$ cat src/rtl/tweakey_schedule_pkg.sv
// Shared types, widths and byte-level helpers for the SKINNY-128-384+ tweakey schedule.
// Byte 0 of a tweakey occupies bits 127:120.
package tweakey_schedule_pkg;

    localparam int TK_W      = 128;
    localparam int RK_W      = 64;
    localparam int RND_W     = 6;
    localparam int BYTE_W    = 8;
    localparam int NUM_BYTES = TK_W / BYTE_W;

    typedef enum logic {
        ST_IDLE = 1'b0,
        ST_BUSY = 1'b1
    } state_e;

    // Source byte index for each destination byte of the tweakey permutation PT.
    localparam int PT_MAP [NUM_BYTES] = '{9, 15, 8, 13, 10, 14, 12, 11,
                                          0,  1, 2,  3,  4,  5,  6,  7};

    function automatic logic [TK_W-1:0] pt_perm(input logic [TK_W-1:0] tk);
        logic [TK_W-1:0] res;
        res = '0;
        for (int i = 0; i < NUM_BYTES; i++) begin
            res[TK_W-1-BYTE_W*i -: BYTE_W] = tk[TK_W-1-BYTE_W*PT_MAP[i] -: BYTE_W];
        end
        return res;
    endfunction

    function automatic logic [BYTE_W-1:0] lfsr2(input logic [BYTE_W-1:0] b);
        return {b[6:0], b[7] ^ b[5]};
    endfunction

    function automatic logic [BYTE_W-1:0] lfsr3(input logic [BYTE_W-1:0] b);
        return {b[0] ^ b[6], b[7:1]};
    endfunction

endpackage

$ cat src/rtl/tk3_expansion.sv
// TK3 update for one share: tweakey permutation followed by LFSR3 on bytes 0..7.
// Both steps are linear, so each share is updated on its own without any refresh.
module tk3_expansion
    import tweakey_schedule_pkg::*;
(
    input  logic [TK_W-1:0] tk,
    output logic [TK_W-1:0] tk_next
);

    logic [TK_W-1:0] permuted;

    always_comb begin
        permuted = pt_perm(tk);
        tk_next  = permuted;
        for (int i = 0; i < NUM_BYTES / 2; i++) begin
            tk_next[TK_W-1-BYTE_W*i -: BYTE_W] = lfsr3(permuted[TK_W-1-BYTE_W*i -: BYTE_W]);
        end
    end

endmodule

$ cat src/rtl/tweak_expansion.sv
// TK2 update: tweakey permutation followed by LFSR2 on the top half (bytes 0..7).
module tweak_expansion
    import tweakey_schedule_pkg::*;
(
    input  logic [TK_W-1:0] tk,
    output logic [TK_W-1:0] tk_next
);

    logic [TK_W-1:0] permuted;

    always_comb begin
        permuted = pt_perm(tk);
        tk_next  = permuted;
        for (int i = 0; i < NUM_BYTES / 2; i++) begin
            tk_next[TK_W-1-BYTE_W*i -: BYTE_W] = lfsr2(permuted[TK_W-1-BYTE_W*i -: BYTE_W]);
        end
    end

endmodule

$ cat src/rtl/tweakey_schedule.sv
// Sequential tweakey schedule for the DOM-1 SKINNY-128-384+ core: holds TK1, TK2 and a
// 2-share TK3 and hands one masked round key per round to the round function.
module tweakey_schedule
    import tweakey_schedule_pkg::*;
#(
    parameter int NUM_ROUNDS = 40
) (
    input  logic             clk,
    input  logic             rst_n,
    input  logic             load_i,
    input  logic [TK_W-1:0]  tk1_i,
    input  logic [TK_W-1:0]  tk2_i,
    input  logic [TK_W-1:0]  tk3_s0_i,
    input  logic [TK_W-1:0]  tk3_s1_i,
    output logic             ready_o,
    output logic             rk_valid_o,
    input  logic             rk_ready_i,
    output logic [RK_W-1:0]  rk_s0_o,
    output logic [RK_W-1:0]  rk_s1_o,
    output logic [RND_W-1:0] round_o,
    output logic             done_o
);

    // Handshake: a round key moves when rk_valid_o && rk_ready_i at a rising edge; while
    // rk_valid_o is high and rk_ready_i is low every register holds. A load is taken only
    // when ready_o is high.

    localparam logic [RND_W-1:0] LAST_ROUND = RND_W'(NUM_ROUNDS - 1);

    state_e          state_q;
    logic [TK_W-1:0] tk1_q, tk2_q, tk3_s0_q, tk3_s1_q;
    logic [TK_W-1:0] tk1_next, tk2_next, tk3_s0_next, tk3_s1_next;
    logic [RND_W-1:0] round_q;
    logic            done_q;
    logic [TK_W-1:0] share0_full;

    assign tk1_next = pt_perm(tk1_q);

    tweak_expansion u_tk2_exp (
        .tk      (tk2_q),
        .tk_next (tk2_next)
    );

    tk3_expansion u_tk3_s0_exp (
        .tk      (tk3_s0_q),
        .tk_next (tk3_s0_next)
    );

    tk3_expansion u_tk3_s1_exp (
        .tk      (tk3_s1_q),
        .tk_next (tk3_s1_next)
    );

    always_ff @(posedge clk) begin
        if (!rst_n) begin
            state_q  <= ST_IDLE;
            tk1_q    <= '0;
            tk2_q    <= '0;
            tk3_s0_q <= '0;
            tk3_s1_q <= '0;
            round_q  <= '0;
            done_q   <= 1'b0;
        end else begin
            done_q <= 1'b0;
            case (state_q)
                ST_IDLE: begin
                    round_q <= '0;
                    if (load_i) begin
                        tk1_q    <= tk1_i;
                        tk2_q    <= tk2_i;
                        tk3_s0_q <= tk3_s0_i;
                        tk3_s1_q <= tk3_s1_i;
                        state_q  <= ST_BUSY;
                    end
                end
                ST_BUSY: begin
                    if (rk_ready_i) begin
                        tk1_q    <= tk1_next;
                        tk2_q    <= tk2_next;
                        tk3_s0_q <= tk3_s0_next;
                        tk3_s1_q <= tk3_s1_next;
                        if (round_q == LAST_ROUND) begin
                            state_q <= ST_IDLE;
                            round_q <= '0;
                            done_q  <= 1'b1;
                        end else begin
                            round_q <= round_q + RND_W'(1);
                        end
                    end
                end
                default: state_q <= ST_IDLE;
            endcase
        end
    end

    // Only the public TK1/TK2 are folded into share 0; the two TK3 shares never meet.
    assign share0_full = tk1_q ^ tk2_q ^ tk3_s0_q;

    assign ready_o    = (state_q == ST_IDLE);
    assign rk_valid_o = (state_q == ST_BUSY);
    assign rk_s0_o    = rk_valid_o ? share0_full[TK_W-1 -: RK_W] : '0;
    assign rk_s1_o    = rk_valid_o ? tk3_s1_q[TK_W-1 -: RK_W] : '0;
    assign round_o    = round_q;
    assign done_o     = done_q;

endmodule

$ cat config.mk
export PLATFORM = sky130hd
export DESIGN_NAME = tweakey_schedule
export DESIGN_NICKNAME = d
export VERILOG_FILES = /design/src/rtl/tweakey_schedule_pkg.sv /design/src/rtl/tk3_expansion.sv /design/src/rtl/tweak_expansion.sv /design/src/rtl/tweakey_schedule.sv
export SDC_FILE = /design/constraint.sdc
export NUM_CORES = 1
export LEC_CHECK = 0
export BUFFER_PORTS_ARGS = -buffer_cell sky130_fd_sc_hd__buf_2
export CORE_AREA = 2 2 254 256
export CTS_CLUSTER_DIAMETER = 150
export CTS_CLUSTER_SIZE = 28
export DETAILED_ROUTE_END_ITERATION = 7
export DIE_AREA = 0 0 256 258
export PLACE_DENSITY = 0.75
export SYNTH_ARGS = -nofsm -noshare
export SYNTH_HDL_FRONTEND = slang
export SYNTH_SLANG_ARGS = --single-unit
export TNS_END_PERCENT = 100
$ cat constraint.sdc
create_clock -name clk -period 2.5 [get_ports clk]
set_clock_uncertainty 0.15 [all_clocks]
set_input_delay 0.75 -clock clk [delete_from_list [all_inputs] [get_ports clk]]
set_output_delay 0.75 -clock clk [all_outputs]
set_load 0.02 [all_outputs]
### Yosys cells after proc, flatten, opt, wreduce, memory -nomap -nowiden

Cells that the tools add are included.

| storage, ports and cells | value |
|---|---|
| register bits after elaboration | 520 |
| input port bits | 516 |
| logic and storage cells | 62 |
| output and inout port bits | 137 |

| operators by class | value |
|---|---|
| $add $sub $neg | 1 |
| bitwise operators | 27 |
| reductions and logical operators | 2 |
| muxes and demuxes | 22 |
| equality and inequality tests | 3 |

Operator list:

| operator | count |
|---|---|
| $mux 128 | 8 |
| $pmux 128 s2 | 4 |
| $xor 128x128->128 | 2 |
| $mux 64 | 2 |
| $xor 1x1->1 | 24 |
| $mux 6 | 2 |
| $pmux 6 s2 | 1 |
| $add 6x1->6 const B | 1 |
| $eq 6x6->1 const B | 1 |
| $mux 1 | 4 |
| $ne 2x2->1 const B | 2 |
| $reduce_and 3->1 | 1 |
| $pmux 1 s2 | 1 |
| $reduce_and 2->1 | 1 |
| $not 1->1 | 1 |

### Longest topological paths before layout

Gate-level depths: netlist of the first run.

| depth | value |
|---|---|
| word-level depth | 4 |
| gate-level depth with buffers | 7 |

### By module

From an unflattened synthesis of the first run, not the netlist that was laid out.

| second synthesis, totals | value |
|---|---|
| cell total of the unflattened synthesis | 3003 |
| area total of the unflattened synthesis | 28884.0 µm² |

By module, submodules not included:

| module | cells an instance | seq. area each (µm²) | times used | area each (µm²) |
|---|---|---|---|---|
| tweakey_schedule | 2619 | 10410.0 | 1 | 25971.2 |
| tk3_expansion | 128 | 0.0 | 2 | 970.9 |
| tweak_expansion | 128 | 0.0 | 1 | 970.9 |

### Worst setup path before layout of the first run

No wires, ideal clock.

| timing | value |
|---|---|
| kind | register -> output |
| start point | register state_q (netlist: rk_valid_o) |
| end point | output rk_s0_o[44] |
| cell stages (with the launch flop) | 6 |
| setup slack | -0.025 ns |
| data arrival time | 1.625 ns |
| data required time | 1.600 ns |
| cells stage by stage | dfxtp_1 -> buf_2 -> inv_2 -> clkbuf_1 -> buf_1 -> nor3_1 |

| between the ends | value |
|---|---|
| word-level cells in the longest chain between the ends | 1 |

Ends and longest elaborated chain:

| item | line | source |
|---|---|---|
| from (decl) | tweakey_schedule.sv:30 | `state_e state_q;` |
| from (signal assigned) | tweakey_schedule.sv:56 | `state_q <= ST_IDLE;` |
| from (signal assigned) | tweakey_schedule.sv:73 | `state_q <= ST_BUSY;` |
| from (signal assigned) | tweakey_schedule.sv:83 | `state_q <= ST_IDLE;` |
| $mux 64 | tweakey_schedule.sv:101 | `assign rk_s0_o = rk_valid_o ? share0_full[TK_W-1 -: RK_W] : '0;` |
| to (decl) | tweakey_schedule.sv:18 | `output logic [RK_W-1:0] rk_s0_o,` |

No other way between the ends.

### Worst setup path in the final report of the first run

| timing | value |
|---|---|
| start point | register state_q (netlist: rk_valid_o) |
| end point | output rk_s0_o[36] |

The elaborated chain is that of the path after synthesis.

==> summary.md, run 1 <==
Yosys mapped a number of flops with a built-in enable equal to 0. The worst setup path is captured at a primary output. The Yosys step of the flow raised 0 warnings. For the finished layout, the period the worst path requires is 2736 ps.

Using the TritonRoute via totals, the vias-per-cell ratio works out to 5.566. The run gives 0.5465 as the max-slew headroom at the worst pin. The number of different library cells in the post-synthesis netlist is 31. TritonCTS built the clock tree. Number of levels in the clock H-tree: 1. The final cell utilization of the core came out at 0.5403. The run gives 0 as the final max-slew violation count. For this design, the slowest cell found on the critical path is dfxtp_4. The number of clock buffers added by TritonCTS is 22. The fraction of layout instances using a drive strength above 1 was 0.3395; the arrival time of data at the critical path endpoint was 1840 ps. The die is 258 um tall. The clock drives 520 sinks.

Of all nets on the critical path, the largest fanout is 14. In this run the deepest clock path goes through 3 buffers. In the layout the commonest cells are buf_2, nand2_1, mux2i_1, o211a_1, dfxtp_1. The minimum setup slack in the final design is -236.4 ps, and the proportion of power drawn by the clock network is 0.224.

The run gives 98 as the maximum number of pins on one net before global-route repair. The later pin in the worst-skew pair is clocked with a latency of 600 ps. Detailed placement ended at an HPWL of 73.55 mm. After clock tree synthesis, the clock-pin slew on the worst setup and hold paths is 120 ps. The tools report the total global-route track usage as 0.2818. The synthesized net count is 3223, and the area added between synthesis and finish is 28.93%. The tools report the effective utilization at floorplan as 0.4191. The layout net count is 3824, and the biggest cell delay along the critical path is 430 ps.

The checks that failed: negative setup slack. Fraction of registers with async set or reset after synthesis: 0. The library cell used most frequently in the layout, excluding fill and tap cells, is buf_2. Final weighted congestion in routability-driven placement: 0.9022. In this design, the critical path's most frequently occurring cell is buf_12. The fraction of power spent switching nets came out at 0.3239. The run finished, with violations left. The slew at the pin closest to its max-slew limit works out to 680.3 ps.

Number of DRC violations after detailed-routing iteration 0: 2013. The logs give 21987 for the number of global-route vias before repair and 19.19 nW for the leakage component of the power. During I/O placement, the number of pins put on the boundary was 653.

The number of antenna violations at the first check in global routing is 54, and the portion of total power attributed to sequential cells is 0.504. Counting the fill cells in the layout gives 5648. The floorplan step set the die width to 256 um. The cell area that synthesis handed to floorplanning was 26670 um2. For this block, the via count after detailed routing is 23328. The sum of routed wire length over all layers is 100.2 mm.

The tools report the die area as 66050 um2. The critical path goes through inv_8 -> buf_12 -> buf_12 -> nor3_2 -> buf_4. The design draws 19.81 mW. After synthesis, the mean cell area works out to 9.857 um2. The final number of hold-violating endpoints came out at 0.

The internal cell power was 13.39 mW; the final period utilization was 1.095. Derived from the worst setup path, the maximum achievable clock frequency is 0.3654 GHz. Setup repair after global routing could not meet its margin everywhere.

STA classifies the critical path startpoint as a flip-flop. Dividing total power by cell area gives a power density of 576.0 nW/um2. For this run, the leading register cell type out of synthesis is dfxtp_1.

The combinational share of power was 0.273; the post-detailed-route count of antenna-violating nets was 0. Number of buffers added on ports: 652. After synthesis the netlist holds a flip-flop and latch count of 520. The tools report the required time of the critical path as 1600 ps. Summed over all nets, the switching power comes to 6.417 mW. After detailed routing, the average wire length per cell comes to 23.90 um. The final-report setup violation count is 128. The area of the core was 63650 um2; the worst voltage drop across the vdd grid was 0.4377 mV. The detailed-routing iteration count for the pre-antenna-repair pass was 7; the number of placement rows was 93.

The type of the worst min-delay path is in -> reg. Max-cap violations in this run came to 0. Global routing finished with a remaining overflow of 0. In the routed design, unresolved DRC markers number 0.

Portion of the post-synthesis area used by sequential elements: 0.3903. The run gives 2706 as the count of mapped cells out of synthesis. The root buffer cell chosen for the clock tree is clkbuf_16. The type of the setup path with the least slack is reg -> out. The tools report the wire length of the first global-routing pass as 140.1 mm.
-- layer usage --
metal / up-vias / wire length [um] / track usage
met5: - / 230 / 0
met4: 38 / 5838 / 0.1394
met3: 276 / 7444 / 0.06920
met2: 972 / 50150 / 0.5121
met1: 11217 / 36490 / 0.3055
li1: 10825 / - / -
-- through the flow --
step	setup TNS (ps)	hold WS, ps	worst slack, ps	std cells	cell area [um2]
3_5_place_dp	-0.5397	335.3	-0.5397	4075	30560
5_1_grt	-20570	272.8	-307.1	4184	34370
4_1_cts	-19340	259.3	-244.5	4146	33390
3_3_place_gp	0	325.0	57.65	4075	30560
6_report	-13230	298.8	-236.4	4191	34390
2_1_floorplan	-246.3	307.0	-24.63	2706	26670
-- synth_stat cells, types with 2 or more instances --
master    instances  area [um2]
dfxtp_1         520       10410
nand2_1         518        1944
mux2i_1         488        4885
o211a_1         488        4885
and2_1          128       800.8
nor2_1          114       427.9
buf_6           109        1227
xor2_1           90       788.3
clkbuf_1         74       277.8
nor3_1           65       325.3
buf_2            61       305.3
o32ai_1          24       210.2
a21oi_1           3       15.01
inv_1             3       11.26
and3_1            2       12.51
and4b_1           2       20.02
nand4_1           2       12.51
o311ai_0          2       17.52
-- path summary, 6_finish.rpt --
check	from	to	slack (ps)	cells past startpoint
worst min register to register	tk3_s1_q[28]$_SDFFE_PN0P_	tk3_s1_q[28]$_SDFFE_PN0P_	360	1
worst min-delay path	tk2_i[64]	tk2_q[64]$_SDFFE_PN0P_	300	3
worst max-delay path	rk_valid_o$_SDFF_PN0_	rk_s0_o[36]	-240	5
worst max register to register	rk_valid_o$_SDFF_PN0_	tk3_s0_q[92]$_SDFFE_PN0P_	70	7
-- worst max-delay path: cells and delay by family, from the launching register on --
family	cells	cell delay [ps]
flip-flops	1	430
AND/OR/NAND/NOR	1	200
buffers and inverters	4	610
-- repair_timing --
action / 4_1_cts / 5_1_grt
hold buffers: 0 / 0
pin swaps: 47 / 26
setup endpoints to repair: 130 / 131
resized for setup: 431 / 212
setup buffers: 51 / 19
gates cloned: 10 / 5
-- power groups by stage --
stage / Combinational, mW / Clock (mW) / Sequential (mW)
floorplan: 3.19 / 0 / 9.68
global placement: 4.54 / 0 / 10.0
detailed placement: 4.60 / 0 / 10.0
CTS: 5.13 / 4.57 / 9.93
global route: 5.79 / 4.81 / 10.0
finish: 5.41 / 4.43 / 9.98
-- flip-flops by register name (all words and copies together), names as in the netlist --
signal	cells
done_o	1
tk3_s1_q	128
tk1_q	128
tk2_q	128
tk3_s0_q	128
rk_valid_o	1
round_o	6
-- kinds of logic after synthesis --
family	after synthesis	synth area share
compound gates	522	0.1936
xor+xnor	90	0.02955
fa+ha+maj	1	0.0004690
buf+inv	249	0.06858
flops	520	0.3903
mux	489	0.1837
simple gates	835	0.1338
-- layout make-up --
| cell class | count | area, um2 | area share |
|---|---|---|---|
| multi-input combinational | 1937 | 15830 | 0.4602 |
| tap | 855 | 1070 | 0.03111 |
| clock inverter | 1 | 16.27 | 0.0004730 |
| inverter | 4 | 22.52 | 0.0006549 |
| sequential | 520 | 10640 | 0.3093 |
| antenna | 28 | 70.07 | 0.002037 |
| clock buffer | 24 | 579.3 | 0.01684 |
| timing repair buffer | 822 | 6168 | 0.1794 |
No activity file was read; power rests on OpenSTA's default activity.
==> inputs of run 2 (changes only) <==
--- a/config.mk
+++ b/config.mk
@@ -6,12 +6,13 @@
 export NUM_CORES = 1
 export LEC_CHECK = 0
 export BUFFER_PORTS_ARGS = -buffer_cell sky130_fd_sc_hd__buf_2
-export CORE_AREA = 2 2 254 256
+export CORE_ASPECT_RATIO = 0.75
+export CORE_MARGIN = 5
+export CORE_UTILIZATION = 40
 export CTS_CLUSTER_DIAMETER = 150
 export CTS_CLUSTER_SIZE = 28
 export DETAILED_ROUTE_END_ITERATION = 7
-export DIE_AREA = 0 0 256 258
-export PLACE_DENSITY = 0.75
+export PLACE_DENSITY = 0.73
 export SYNTH_ARGS = -nofsm -noshare
 export SYNTH_HDL_FRONTEND = slang
 export SYNTH_SLANG_ARGS = --single-unit
==> run 2 against run 1 <==
  * The run still ends with negative setup slack left
  * Worst hold slack better by 23 ps
  * Largest power group unchanged
  * Flip-flop and latch count stayed put
  * Global-route usage is 2.0 points lower
  * Maximum frequency is 4.2% higher
  * Clock power hardly changed
  * Register-to-register slack worse by 60 ps
  * Power hardly changed
  * Cell count is 0.79% higher
  * Cell area is 0.51% lower
  * Highest routed layer unchanged
==> summary.md, run 2 (same netlist as run 1, synthesis figures left out) <==
The max-slew headroom at the worst pin was 0.4708 (was 0.5465). The total power per unit cell area works out to 578.8 nW/um2 (was 576.0 nW/um2). The effective utilization at floorplan is 0.4012 (was 0.4191), and the sum of routed wire length over all layers is 102.3 mm (was 100.2 mm). The source-to-sink clock delay at the later pin of the worst-skew pair was 580 ps (was 600 ps). The routed wirelength normalized by instance count is 24.22 um (was 23.90 um), and the fraction of layout instances using a drive strength above 1 is 0.3402 (was 0.3395). The post-detailed-route via-to-cell ratio was 5.547 (was 5.566); the combinational share of power was 0.269 (was 0.273). The number of placement rows was 82 (was 93). For the final max-slew violation count, the log shows 0 (unchanged). Number of hold buffers added after CTS: 0 (unchanged). The overall power after layout was 19.81 mW (about the same). The kind of capture point of the worst setup path was a primary output (unchanged). The run gives 3823 (was 3824) as the layout net count. The number of top-level design ports is 653 (unchanged), and the final number of hold-violating endpoints is 0 (unchanged). The run gives 0 (unchanged) as the post-detailed-route count of antenna-violating nets. The wire length of the first global-routing pass was 141.9 mm (was 140.1 mm). The run gives 0.3807 GHz (was 0.3654 GHz) as the fmax.

The largest buffer count on any clock path is 3 (unchanged). The tools report the minimum setup slack in the final design as -126.9 ps (was -236.4 ps). The tools report the proportion of power drawn by the clock network as 0.224 (about the same).

The clock root buffer master is clkbuf_16 (unchanged). The shortest period the worst path allows is 2627 ps (was 2736 ps). The highest net fanout along the worst path works out to 3 (was 14). The run gives 41 (was 54) as the number of antenna violations at the first check in global routing.

The final-layout fill cell count was 5998 (was 5648). Commonest cells after routing, fill and taps aside: buf_2, nand2_1, mux2i_1, o211a_1, dfxtp_1 (unchanged). Total number of vias: 23431 (was 23328). The die area was 72000 um2 (was 66050 um2); the final cell utilization of the core was 0.5147 (was 0.5403). The arrival time of data at the critical path endpoint is 1730 ps (was 1840 ps).

The tools report the portion of total power attributed to sequential cells as 0.507 (was 0.504). For the clock sink count, the log shows 520 (unchanged). The slew at the pin closest to its max-slew limit works out to 793.8 ps (was 680.3 ps). Type of the setup path with the least slack: reg -> out (unchanged). The required time of the critical path came out at 1600 ps (about the same).

The number of buffers created by CTS was 22 (unchanged); the fraction of power spent switching nets was 0.3258 (was 0.3239). The maximum number of pins on one net before global-route repair is 100 (was 98), and the internal cell power is 13.35 mW (was 13.39 mW). For the detailed-routing iteration count for the pre-antenna-repair pass, the log shows 6 (was 7).

The tools report the total global-route track usage as 0.2617 (was 0.2818). The type of the worst min-delay path was in -> reg (unchanged). The final period utilization works out to 1.051 (was 1.095). Clock slew seen by the registers of the worst setup and hold paths: 110 ps (was 120 ps). TritonCTS built the clock tree.

Violated checks: negative setup slack (unchanged). The run gives 6.454 mW (was 6.417 mW) as the reported net switching power. For the leakage component of the power, the log shows 19.11 nW (was 19.19 nW).

Setup repair after global routing could not meet its margin everywhere. The number of levels in the clock H-tree is 1 (unchanged). Most common cell after layout, fill and taps aside: buf_2 (unchanged). The run gives 0 (unchanged) as the number of violations of the max-capacitance limit.

The tools report the final weighted congestion in routability-driven placement as 0.9205 (was 0.9022). Die extent in x: 308.2 um (was 256 um). The vertical die dimension works out to 233.6 um (was 258 um).

For the post-route DRC violation count, the log shows 0 (unchanged). The tools report the detailed placement HPWL as 76.91 mm (was 73.55 mm). The tools report the number of global-route vias before repair as 21498 (was 21987). The startpoint kind of the worst setup timing path was a flip-flop (unchanged). The run finished, with violations left. The tools report the area of the core as 66480 um2 (was 63650 um2). The area added between synthesis and finish works out to 28.28% (was 28.93%). The tools report the final-report setup violation count as 91 (was 128). The number of buffers added on ports came out at 652 (unchanged). The overflow left after global routing came out at 0 (unchanged).

The logs give 2352 (was 2013) for the number of DRC violations after detailed-routing iteration 0 and 0.4295 mV (was 0.4377 mV) for the worst voltage drop across the vdd grid.
-- run 2: cell types whose count changed in the layout (fill, tap and decap cells not counted), sizes merged --
cell    change
diode       +7
buf         +3
clkbuf      -3
bufbuf      -1
-- run 2: timing repair --
item / 4_1_cts / 5_1_grt
endpoints found under the setup margin: 132 / 148
pin swaps: 63 / 26
endpoints found under the hold margin: 0 / 0
setup buffers: 46 / 12
resized for setup: 479 / 118
gates cloned: 10 / 2
-- run 2: path summary, 6_finish.rpt --
path | startpoint | endpoint | slack [ps] | cells after the start
worst max-delay path | tk2_q[127]$_SDFFE_PN0P_ | rk_s0_o[63] | -130 | 4
worst min-delay path | tk3_s0_i[103] | tk3_s0_q[103]$_SDFFE_PN0P_ | 320 | 3
worst max register to register | rk_valid_o$_SDFF_PN0_ | tk1_q[64]$_SDFFE_PN0P_ | 10 | 7
worst min register to register | tk3_s1_q[79]$_SDFFE_PN0P_ | tk3_s1_q[79]$_SDFFE_PN0P_ | 360 | 2
-- run 2: area by class of cell --
| class | count | area, um2 | area share |
|---|---|---|---|
| Multi-Input combinational cell | 1937 | 15740 | 0.4599 |
| Sequential cell | 520 | 10650 | 0.3112 |
| Timing Repair Buffer | 821 | 6021 | 0.1760 |
| Tap cell | 882 | 1104 | 0.03225 |
| Clock buffer | 24 | 579.3 | 0.01693 |
| Antenna cell | 35 | 87.58 | 0.002560 |
| Inverter | 4 | 22.52 | 0.0006582 |
| Clock inverter | 1 | 16.27 | 0.0004754 |
-- run 2: routing by layer --
layer	part of all wire	track usage	up-vias
met5	0.00060	0	-
met4	0.026	0.06915	10
met3	0.081	0.05321	146
met2	0.42	0.3727	948
met1	0.47	0.3997	11485
li1	-	-	10842
-- run 2: worst max-delay path: stages, from the launching register on --
cell and delay (ps):
dfxtp_4 400, xor2_4 340, and2_4 220, nor3_4 40, buf_6 140
-- run 2: through the flow --
| step | cells | setup TNS (ps) | cell area, um2 | worst slack (ps) | hold WS (ps) |
|---|---|---|---|---|---|
| 2_1_floorplan | 2706 | -246.3 | 26670 | -24.63 | 307.0 |
| 4_1_cts | 4179 | -12830 | 33640 | -220.6 | 281.2 |
| 3_5_place_dp | 4115 | -766.7 | 30760 | -539.5 | 331.0 |
| 3_3_place_gp | 4115 | -885.5 | 30760 | -557.8 | 319.4 |
| 5_1_grt | 4217 | -14530 | 34200 | -208.5 | 297.9 |
| 6_report | 4224 | -5880 | 34220 | -126.9 | 321.5 |
-- run 2: power by group through the flow --
stage	combinational [mW]	sequential (mW)	clock [mW]
floorplan	3.19	9.68	0
global placement	4.57	10.0	0
detailed placement	4.63	10.1	0
CTS	5.16	9.97	4.58
global route	5.74	10.1	4.85
finish	5.33	10.0	4.44
